===== src/rtl/router_pkg.sv =====
// -----------------------------------------------------------------------------
// router_pkg
// Shared definitions for the router register block and its neighbours.
//   DATA_W        : width of every byte moving through the router
//   ADDR_W        : width of the destination address field in the header
//   ADDR_INVALID  : reserved address; headers carrying it are ignored
//   router_state_e: encoding of the router FSM whose state decodes
//                   (detect_addr, lfd_state, ...) drive router_reg
//   addr_is_valid : true when a header byte carries a usable address
// -----------------------------------------------------------------------------
package router_pkg;

    localparam int DATA_W = 8;
    localparam int ADDR_W = 2;

    localparam logic [ADDR_W-1:0] ADDR_INVALID = 2'b11;

    typedef enum logic [2:0] {
        DECODE_ADDRESS     = 3'd0,
        LOAD_FIRST_DATA    = 3'd1,
        LOAD_DATA          = 3'd2,
        FIFO_FULL_STATE    = 3'd3,
        LOAD_AFTER_FULL    = 3'd4,
        LOAD_PARITY        = 3'd5,
        CHECK_PARITY_ERROR = 3'd6,
        WAIT_TILL_EMPTY    = 3'd7
    } router_state_e;

    function automatic logic addr_is_valid(input logic [DATA_W-1:0] hdr);
        return hdr[ADDR_W-1:0] != ADDR_INVALID;
    endfunction

endpackage


===== src/rtl/router_parity_acc.sv =====
// -----------------------------------------------------------------------------
// router_parity_acc
// Running XOR accumulator for the packet parity computed by the router.
//   clk  : rising-edge clock
//   rst  : asynchronous active-high reset, forces acc to zero
//   clr  : synchronous clear at the start of a packet (wins over en)
//   en   : fold din into the accumulator this cycle
//   din  : byte to fold in
//   acc  : current accumulated parity
// -----------------------------------------------------------------------------
module router_parity_acc
    import router_pkg::*;
(
    input  logic              clk,
    input  logic              rst,
    input  logic              clr,
    input  logic              en,
    input  logic [DATA_W-1:0] din,
    output logic [DATA_W-1:0] acc
);

    logic [DATA_W-1:0] acc_reg;
    logic [DATA_W-1:0] acc_next;

    always_comb begin
        acc_next = acc_reg;
        if (clr) begin
            acc_next = '0;
        end else if (en) begin
            acc_next = acc_reg ^ din;
        end
    end

    always_ff @(posedge clk or posedge rst) begin
        if (rst) begin
            acc_reg <= '0;
        end else begin
            acc_reg <= acc_next;
        end
    end

    assign acc = acc_reg;

endmodule


===== src/rtl/router_reg.sv =====
// -----------------------------------------------------------------------------
// router_reg
// Datapath registers of the packet router: header capture, output byte
// steering, stall hold register, parity capture and parity error flag.
//   clk           : rising-edge clock
//   rst           : asynchronous active-high reset
//   pkt_valid     : source byte valid, low on the parity byte
//   data_in       : source byte (header, payload or parity)
//   fifo_full     : full flag of the FIFO selected by the header address
//   detect_addr   : FSM decoding the header byte
//   lfd_state     : FSM loading the first (header) byte into the FIFO
//   ld_state      : FSM loading payload / parity bytes
//   laf_state     : FSM loading the byte that was stalled by a full FIFO
//   full_state    : FSM waiting on a full FIFO
//   rst_int_req   : FSM request to clear the end-of-packet flag
//   dout          : byte written to the selected FIFO
//   parity_done   : packet parity byte has been captured
//   low_pkt_valid : end of packet seen while loading
//   err           : computed parity differs from the received parity byte
// -----------------------------------------------------------------------------
module router_reg
    import router_pkg::*;
(
    input  logic              clk,
    input  logic              rst,
    input  logic              pkt_valid,
    input  logic [DATA_W-1:0] data_in,
    input  logic              fifo_full,
    input  logic              detect_addr,
    input  logic              lfd_state,
    input  logic              ld_state,
    input  logic              laf_state,
    input  logic              full_state,
    input  logic              rst_int_req,
    output logic [DATA_W-1:0] dout,
    output logic              parity_done,
    output logic              low_pkt_valid,
    output logic              err
);

    logic [DATA_W-1:0] header_reg;
    logic [DATA_W-1:0] hold_reg;
    logic [DATA_W-1:0] pkt_parity_reg;
    logic [DATA_W-1:0] dout_reg;
    logic              parity_done_reg;
    logic              parity_done_d_reg;
    logic              low_pkt_valid_reg;
    logic              err_reg;

    logic              header_load;
    logic              hold_load;
    logic              pkt_parity_load;
    logic              acc_en;
    logic [DATA_W-1:0] acc_din;
    logic [DATA_W-1:0] int_parity;
    logic              parity_done_rise;

    assign header_load = detect_addr && pkt_valid && addr_is_valid(data_in);
    assign hold_load   = ld_state && fifo_full;

    // The parity byte arrives either directly in ld_state with room in the
    // FIFO, or after a stall where pkt_valid already dropped; the
    // !parity_done term keeps a lingering laf_state from recapturing it.
    assign pkt_parity_load = (ld_state && !fifo_full && !pkt_valid) ||
                             (laf_state && low_pkt_valid_reg && !parity_done_reg);

    // Payload bytes are folded in when first presented in ld_state, whether
    // they go straight out or into the hold register, so the replay in
    // laf_state never touches the accumulator.
    assign acc_en  = lfd_state || (ld_state && pkt_valid && !full_state);
    assign acc_din = lfd_state ? header_reg : data_in;

    router_parity_acc u_parity_acc (
        .clk (clk),
        .rst (rst),
        .clr (detect_addr),
        .en  (acc_en),
        .din (acc_din),
        .acc (int_parity)
    );

    always_ff @(posedge clk or posedge rst) begin
        if (rst) begin
            header_reg <= '0;
        end else if (header_load) begin
            header_reg <= data_in;
        end
    end

    always_ff @(posedge clk or posedge rst) begin
        if (rst) begin
            hold_reg <= '0;
        end else if (hold_load) begin
            hold_reg <= data_in;
        end
    end

    always_ff @(posedge clk or posedge rst) begin
        if (rst) begin
            dout_reg <= '0;
        end else if (lfd_state) begin
            dout_reg <= header_reg;
        end else if (ld_state && !fifo_full) begin
            dout_reg <= data_in;
        end else if (laf_state) begin
            dout_reg <= hold_reg;
        end
    end

    always_ff @(posedge clk or posedge rst) begin
        if (rst) begin
            low_pkt_valid_reg <= 1'b0;
        end else if (rst_int_req) begin
            low_pkt_valid_reg <= 1'b0;
        end else if (ld_state && !pkt_valid) begin
            low_pkt_valid_reg <= 1'b1;
        end
    end

    always_ff @(posedge clk or posedge rst) begin
        if (rst) begin
            pkt_parity_reg <= '0;
        end else if (pkt_parity_load) begin
            pkt_parity_reg <= data_in;
        end
    end

    // A new header clears the flag even if a parity capture coincides.
    always_ff @(posedge clk or posedge rst) begin
        if (rst) begin
            parity_done_reg <= 1'b0;
        end else if (detect_addr) begin
            parity_done_reg <= 1'b0;
        end else if (pkt_parity_load) begin
            parity_done_reg <= 1'b1;
        end
    end

    always_ff @(posedge clk or posedge rst) begin
        if (rst) begin
            parity_done_d_reg <= 1'b0;
        end else begin
            parity_done_d_reg <= parity_done_reg;
        end
    end

    // Compare once, on the cycle after the parity byte lands, when both the
    // received byte and the accumulator are settled.
    assign parity_done_rise = parity_done_reg && !parity_done_d_reg;

    always_ff @(posedge clk or posedge rst) begin
        if (rst) begin
            err_reg <= 1'b0;
        end else if (detect_addr) begin
            err_reg <= 1'b0;
        end else if (parity_done_rise && (int_parity != pkt_parity_reg)) begin
            err_reg <= 1'b1;
        end
    end

    assign dout          = dout_reg;
    assign parity_done   = parity_done_reg;
    assign low_pkt_valid = low_pkt_valid_reg;
    assign err           = err_reg;

endmodule


===== config.mk =====
export PLATFORM = sky130hd
export DESIGN_NAME = router_reg
export DESIGN_NICKNAME = d
export VERILOG_FILES = /design/src/rtl/router_pkg.sv /design/src/rtl/router_parity_acc.sv /design/src/rtl/router_reg.sv
export SDC_FILE = /design/constraint.sdc
export NUM_CORES = 1
export LEC_CHECK = 0
export CAP_MARGIN = 20
export CORE_MARGIN = 5
export CORE_UTILIZATION = 60
export DETAILED_ROUTE_END_ITERATION = 10
export DONT_BUFFER_PORTS = 1
export GPL_TIMING_DRIVEN = 0
export PLACE_DENSITY = 0.76
export SLEW_MARGIN = 20
export SYNTH_ARGS = -nofsm -noshare
export SYNTH_HDL_FRONTEND = slang
export SYNTH_SLANG_ARGS = --single-unit

===== constraint.sdc =====
create_clock -name clk -period 3.4 [get_ports clk]
set_clock_uncertainty 0.2 [all_clocks]
set_input_delay 0.17 -clock clk [delete_from_list [all_inputs] [get_ports clk]]
set_output_delay 0.17 -clock clk [all_outputs]
set_load 0.01 [all_outputs]

=== Word level (Yosys, flattened, before mapping) ===
Cells that the tools add are included.

* Bits in registers: 44
* Input port bits: 18
* Output and inout bits: 11
* Logic and storage cells: 48

* Equality and inequality tests: 2
* Multiplexer cells: 12
* Bitwise operators: 1
* Reduce and logical (&&, ||, !) cells: 24

{| class="wikitable"
|+ Operator list
! operator !! count
|-
| $mux W8 || 6
|-
| $logic_and A1 B1 Y1 || 12
|-
| $ne A8 B8 Y1 || 1
|-
| $reduce_bool A2 Y1 || 4
|-
| $xor A8 B8 Y8 || 1
|-
| $mux W1 || 6
|-
| $logic_not A1 Y1 || 5
|-
| $reduce_bool A3 Y1 || 1
|-
| $logic_or A1 B1 Y1 || 2
|-
| $ne A2 B2 Y1 const B || 1
|}

=== Logic depth before layout (Yosys ltp) ===
* Word-level depth: 6
* Mapped depth: 6
* Depth with buffers taken out: 4

=== Modules after synthesis ===
Synthesis repeated with hierarchy kept, for this count alone.

* Cells, all modules: 222
* Area, all modules: 2,095.8 sq um

{| class="wikitable"
|+ Modules (own cells, without submodules)
! module !! times used !! cells an instance !! area an instance (sq um) !! sequential area each (sq um)
|-
| router_reg || 1 || 186 || 1,685.4 || 900.9
|-
| router_parity_acc || 1 || 36 || 410.4 || 200.2
|}

=== Least setup slack after synthesis ===
Ideal clock, no wire load.

* Path type: reg2reg
* Start: reg parity_done_reg (netlist: parity_done)
* End: reg pkt_parity_reg[0]
* Setup time: 125 ps
* Arrival: 1,143 ps
* Data required time: 3,075 ps
* Slack: 1,932 ps
* Cell stages (with the launch flop): 4
* Path buffers: 0
* Period minus slack after synthesis: 1,468 ps
* Cells stage by stage: dfrtp_1 -> inv_1 -> a31oi_4 -> mux2_2

* Cells in the longest elaborated chain, start to end: 3

{| class="wikitable"
|+ Ends and longest elaborated chain
! what !! line !! RTL
|-
| start: declaration || router_reg.sv:45 || <nowiki>logic parity_done_reg;</nowiki>
|-
| start signal: assignment || router_reg.sv:131 || <nowiki>parity_done_reg <= 1'b0;</nowiki>
|-
| start signal: assignment || router_reg.sv:133 || <nowiki>parity_done_reg <= 1'b0;</nowiki>
|-
| start signal: assignment || router_reg.sv:135 || <nowiki>parity_done_reg <= 1'b1;</nowiki>
|-
| $logic_not A1 Y1 || router_reg.sv:65 || <nowiki>(laf_state && low_pkt_valid_reg && !parity_done_reg);</nowiki>
|-
| $logic_and A1 B1 Y1 || router_reg.sv:65 ||
|-
| $logic_or A1 B1 Y1 || router_reg.sv:64 || <nowiki>assign pkt_parity_load = (ld_state && !fifo_full && !pkt_valid) ||</nowiki>
|-
| end signal: assignment || router_reg.sv:124 || <nowiki>pkt_parity_reg <= data_in;</nowiki>
|-
| end: declaration || router_reg.sv:43 || <nowiki>logic [DATA_W-1:0] pkt_parity_reg;</nowiki>
|}

No other way between the ends.
A chain may end at the register's enable or synchronous reset.

=== Final worst setup path ===
* Start: in lfd_state
* End: reg u_parity_acc.acc_reg[7] (netlist: u_parity_acc.acc[7])

* Cells in the longest elaborated chain, start to end: 4
* Elaborated cells between the ends (all ways): 6
* Classes of those cells: 3 x mux; 1 x bitwise; 2 x reduce/logical

{| class="wikitable"
|+ Ends and longest elaborated chain
! what !! line !! RTL
|-
| start: declaration || router_reg.sv:30 || <nowiki>input logic lfd_state,</nowiki>
|-
| $mux W8 || router_reg.sv:71 || <nowiki>assign acc_din = lfd_state ? header_reg : data_in;</nowiki>
|-
| $xor A8 B8 Y8 || router_parity_acc.sv:30 || <nowiki>acc_next = acc_reg ^ din;</nowiki>
|-
| $mux W8 || router_parity_acc.sv:29 || <nowiki>end else if (en) begin</nowiki>
|-
| $mux W8 || router_parity_acc.sv:27 || <nowiki>if (clr) begin</nowiki>
|-
| end signal: assignment || router_parity_acc.sv:38 || <nowiki>acc_reg <= acc_next;</nowiki>
|-
| end: declaration || router_parity_acc.sv:22 || <nowiki>logic [DATA_W-1:0] acc_reg;</nowiki>
|}

Parallel ways exist; a longest one is shown, timed or not. The select of a mux whose other input is x is not followed.

==> flow_summary.yaml <==
status:
  status: "finished, final reports clean"
power_and_ir_drop:
  p_sw_share_pct: 28.7
  power-per-cell-area_nw_per_um2: 506
  combPwrFrac_pct: 19.5
  ir_worst_vdd_mv: 0.289
  p_switching_w: 0.000333
  p_clk_share_pct: 22.6
  p_seq_share_pct: 57.9
  p_int_w: 0.000827
  p_leak_nw: 1.04
detailed_routing:
  via_per_inst: 5.83
  wirelength_mm: 4.29
  wl_per_cell_um: 17.4
  route.antenna.remaining_nets: 0
  drc: 0
  via_count: 1439
  drt-initial-drc-count: 77
  drt_pass1_iterations: 4
sta:
  fmax_mhz: 603
  fin_setup_tns_ns: 0
  drv_slew: 0
  tightest_slew_ns: 0.534
  fin_crit_ns: 1.66
  max_slew_margin_pct: 64.4
  postLayoutSetupSlackWorst_ns: 1.74
  setup_viol: 0
  fin_crit_sh_pct: 48.8
  rsz0062_at_grt: "no"
  hold_viol_final: 0
yosys:
  synth-xor-area-share_pct: 6.99
  synth.distinct_cells: 19
  ys_warn_count: 0
  synth-compound-area-share_pct: 11.4
  synth_nets: 196
  postSynthCellCount: 178
  yosysTopAreaCell: "dfrtp_1"
  synth_fa_ha_area_share_pct: 0
  yosys-top-cells-count: "dfrtp_1 (44), nor2_1 (34), mux2_2 (22)"
  ys_seq_elements: 44
  synth.most_common_cell: "dfrtp_1"
  synthDominantCellAreaShare_pct: 54.9
  ys_top_cells_by_area: "dfrtp_1 (55%), mux2_2 (12%), nor2_1 (6.4%)"
  ys_seq_area_share_pct: 54.9
  synth_edf_count: 0
  muxShareOfSynthArea_pct: 12.4
  syn_avg_cell_area_um2: 11.3
  yosys.area_share.simple_pct: 10.3
  yosys_most_used_dff: "dfrtp_1"
  syn-cell-area_um2: 2000
  synth_top_family_by_area: "multiplexers"
  async_reset_ff_share_pct: 100
placement:
  pre_cts_slack_ns: 1.77
  portBuffers: 0
  gp_congestion: 0.812
  dp_cells: 225
  dpl.hpwl_mm: 2.96
layout:
  diodes: 0
  instances_no_fill: 247
  synthToLayoutAreaGrowth_pct: 14.3
  nets: 218
  drive_gt1_share_pct: 18.4
grt:
  antenna_found_initial: 0
  grt_pass1_wl_mm: 7.20
  track_usage_pct: 21.6
  grt_max_degree: 25
  grt_pass1_vias: 1495
  overflow: 0
min_path:
  hp-class: "in2reg"
critical_path:
  end_kind: "register"
  worst-r2r-setup-slack_ns: 1.77
  worstSetupStartpointType: "primary input"
  cp.arrival_ns: 1.70
  crit_slowest_cell: "dlygate4sd3_1"
  path_cells: "dlygate4sd3_1, buf_2, and4bb_1, a21boi_0, xor2_1, nor2_1"
  path_delay_family: "buffers and inverters"
  crit_type: "in2reg"
  slowest_delay_ns: 0.52
  path_buf_inv: 2
  cp.required_ns: 3.45
  cp_max_fo: 9
clock_tree:
  postCtsSetupRepairBufs: 0
  tritoncts: "built"
  cts_sinks: 44
  clk_path_buf_depth: 2
  h-tree-depth: 2
  clk_pin_slew_ns: 0.12
  cts_resized: 0
  clkLatencyLatePin_ns: 0.37
  cts-root-buf: "clkbuf_4"
  hold_buffers: 14
  numCtsBuffers: 5
floorplanning:
  initial_core_util_pct: 61.0
  fp.dieH_um: 67.8
  die_w_um: 67.8
  rows: 21
  io_pins: 29
  dieArea_um2: 4600
  core_area_um2: 3280
run:
  cap_viol_max_count: 0
## power groups by stage
stage / Combinational [W] / Clock, W / Sequential, W
floorplan: 0.000170 / 0 / 0.000667
global placement: 0.000193 / 0 / 0.000677
detailed placement: 0.000206 / 0 / 0.000683
CTS: 0.000226 / 0.000268 / 0.000672
global route: 0.000249 / 0.000296 / 0.000683
finish: 0.000226 / 0.000262 / 0.000671
## final cells by class
type | count | area (um^2)
sequential | 44 | 1100
fill | 229 | 993
multi-input combinational | 117 | 822
timing repair buffer | 15 | 168
tap | 46 | 57.6
clock buffer | 6 | 51.3
inverter | 11 | 41.3
buffer | 6 | 40.0
clock inverter | 2 | 10.0
## metal layers
metal  share of wire, %  up-vias  track usage [%]  routed length (um)
li1                   -      645                -                   -
met3                7.0       15             6.66                 300
met1                 42      718             26.5                1800
met2                 49       61             35.7                2090
met5                  0        -                0                   0
met4                2.2        0             7.94                  95
## cell usage in the layout (no fill, tap or decap), types with 2 or more instances in the layout
master	netlist	routed
a21boi_0	8	8
a21oi_1	10	10
a311o_1	8	8
buf_2	2	2
buf_6	2	2
clkbuf_1	2	2
clkbuf_4	0	5
clkinv_2	0	2
dfrtp_1	44	44
dlygate4sd3_1	0	14
inv_1	11	10
mux2_2	22	22
nand2_1	11	11
nand2b_1	2	2
nand4_1	2	2
nor2_1	34	34
xnor2_1	8	8
xor2_1	8	8
## logic make-up after synthesis
group	Yosys count
and+or+nand+nor	50
DFF	44
AOI/OAI and AO/OA	29
muxes	22
buffers and inverters	17
xor gates and xnor gates	16
## final timing paths
path,start,cells after the start,to
max in group asynchronous,rst,3,hold_reg[6]$_DFFE_PP0P_
hold / removal,pkt_valid,3,parity_done$_DFFE_PP0P_
min in group asynchronous,rst,2,pkt_parity_reg[3]$_DFFE_PP0P_
setup reg to reg,parity_done$_DFFE_PP0P_,3,pkt_parity_reg[0]$_DFFE_PP0P_
hold reg to reg,parity_done_d_reg$_DFF_PP0_,1,err$_DFFE_PP0P_
setup / recovery,lfd_state,6,u_parity_acc.acc[7]$_DFFE_PP0P_
## worst register-to-register path, stage by stage, from the launching register on
cell     delay (ns)
dfrtp_1        0.43
inv_1          0.13
a31oi_4        0.38
mux2_2         0.38
## per-stage QoR
stage | area [um^2] | total power [W] | hold slack [ns] | util [%]
after CTS | 2290 | 0.00117 | 0.0561 | 69.8
after global placement | 2060 | 0.000870 | 0.0399 | 62.8
final | 2290 | 0.00116 | 0.0567 | 69.8
after global routing | 2290 | 0.00123 | 0.0853 | 69.8
after floorplan | 2000 | 0.000837 | 0.0364 | -
after detailed placement | 2090 | 0.000889 | -0.0978 | 63.6
No activity file was read; power rests on OpenSTA's default activity.
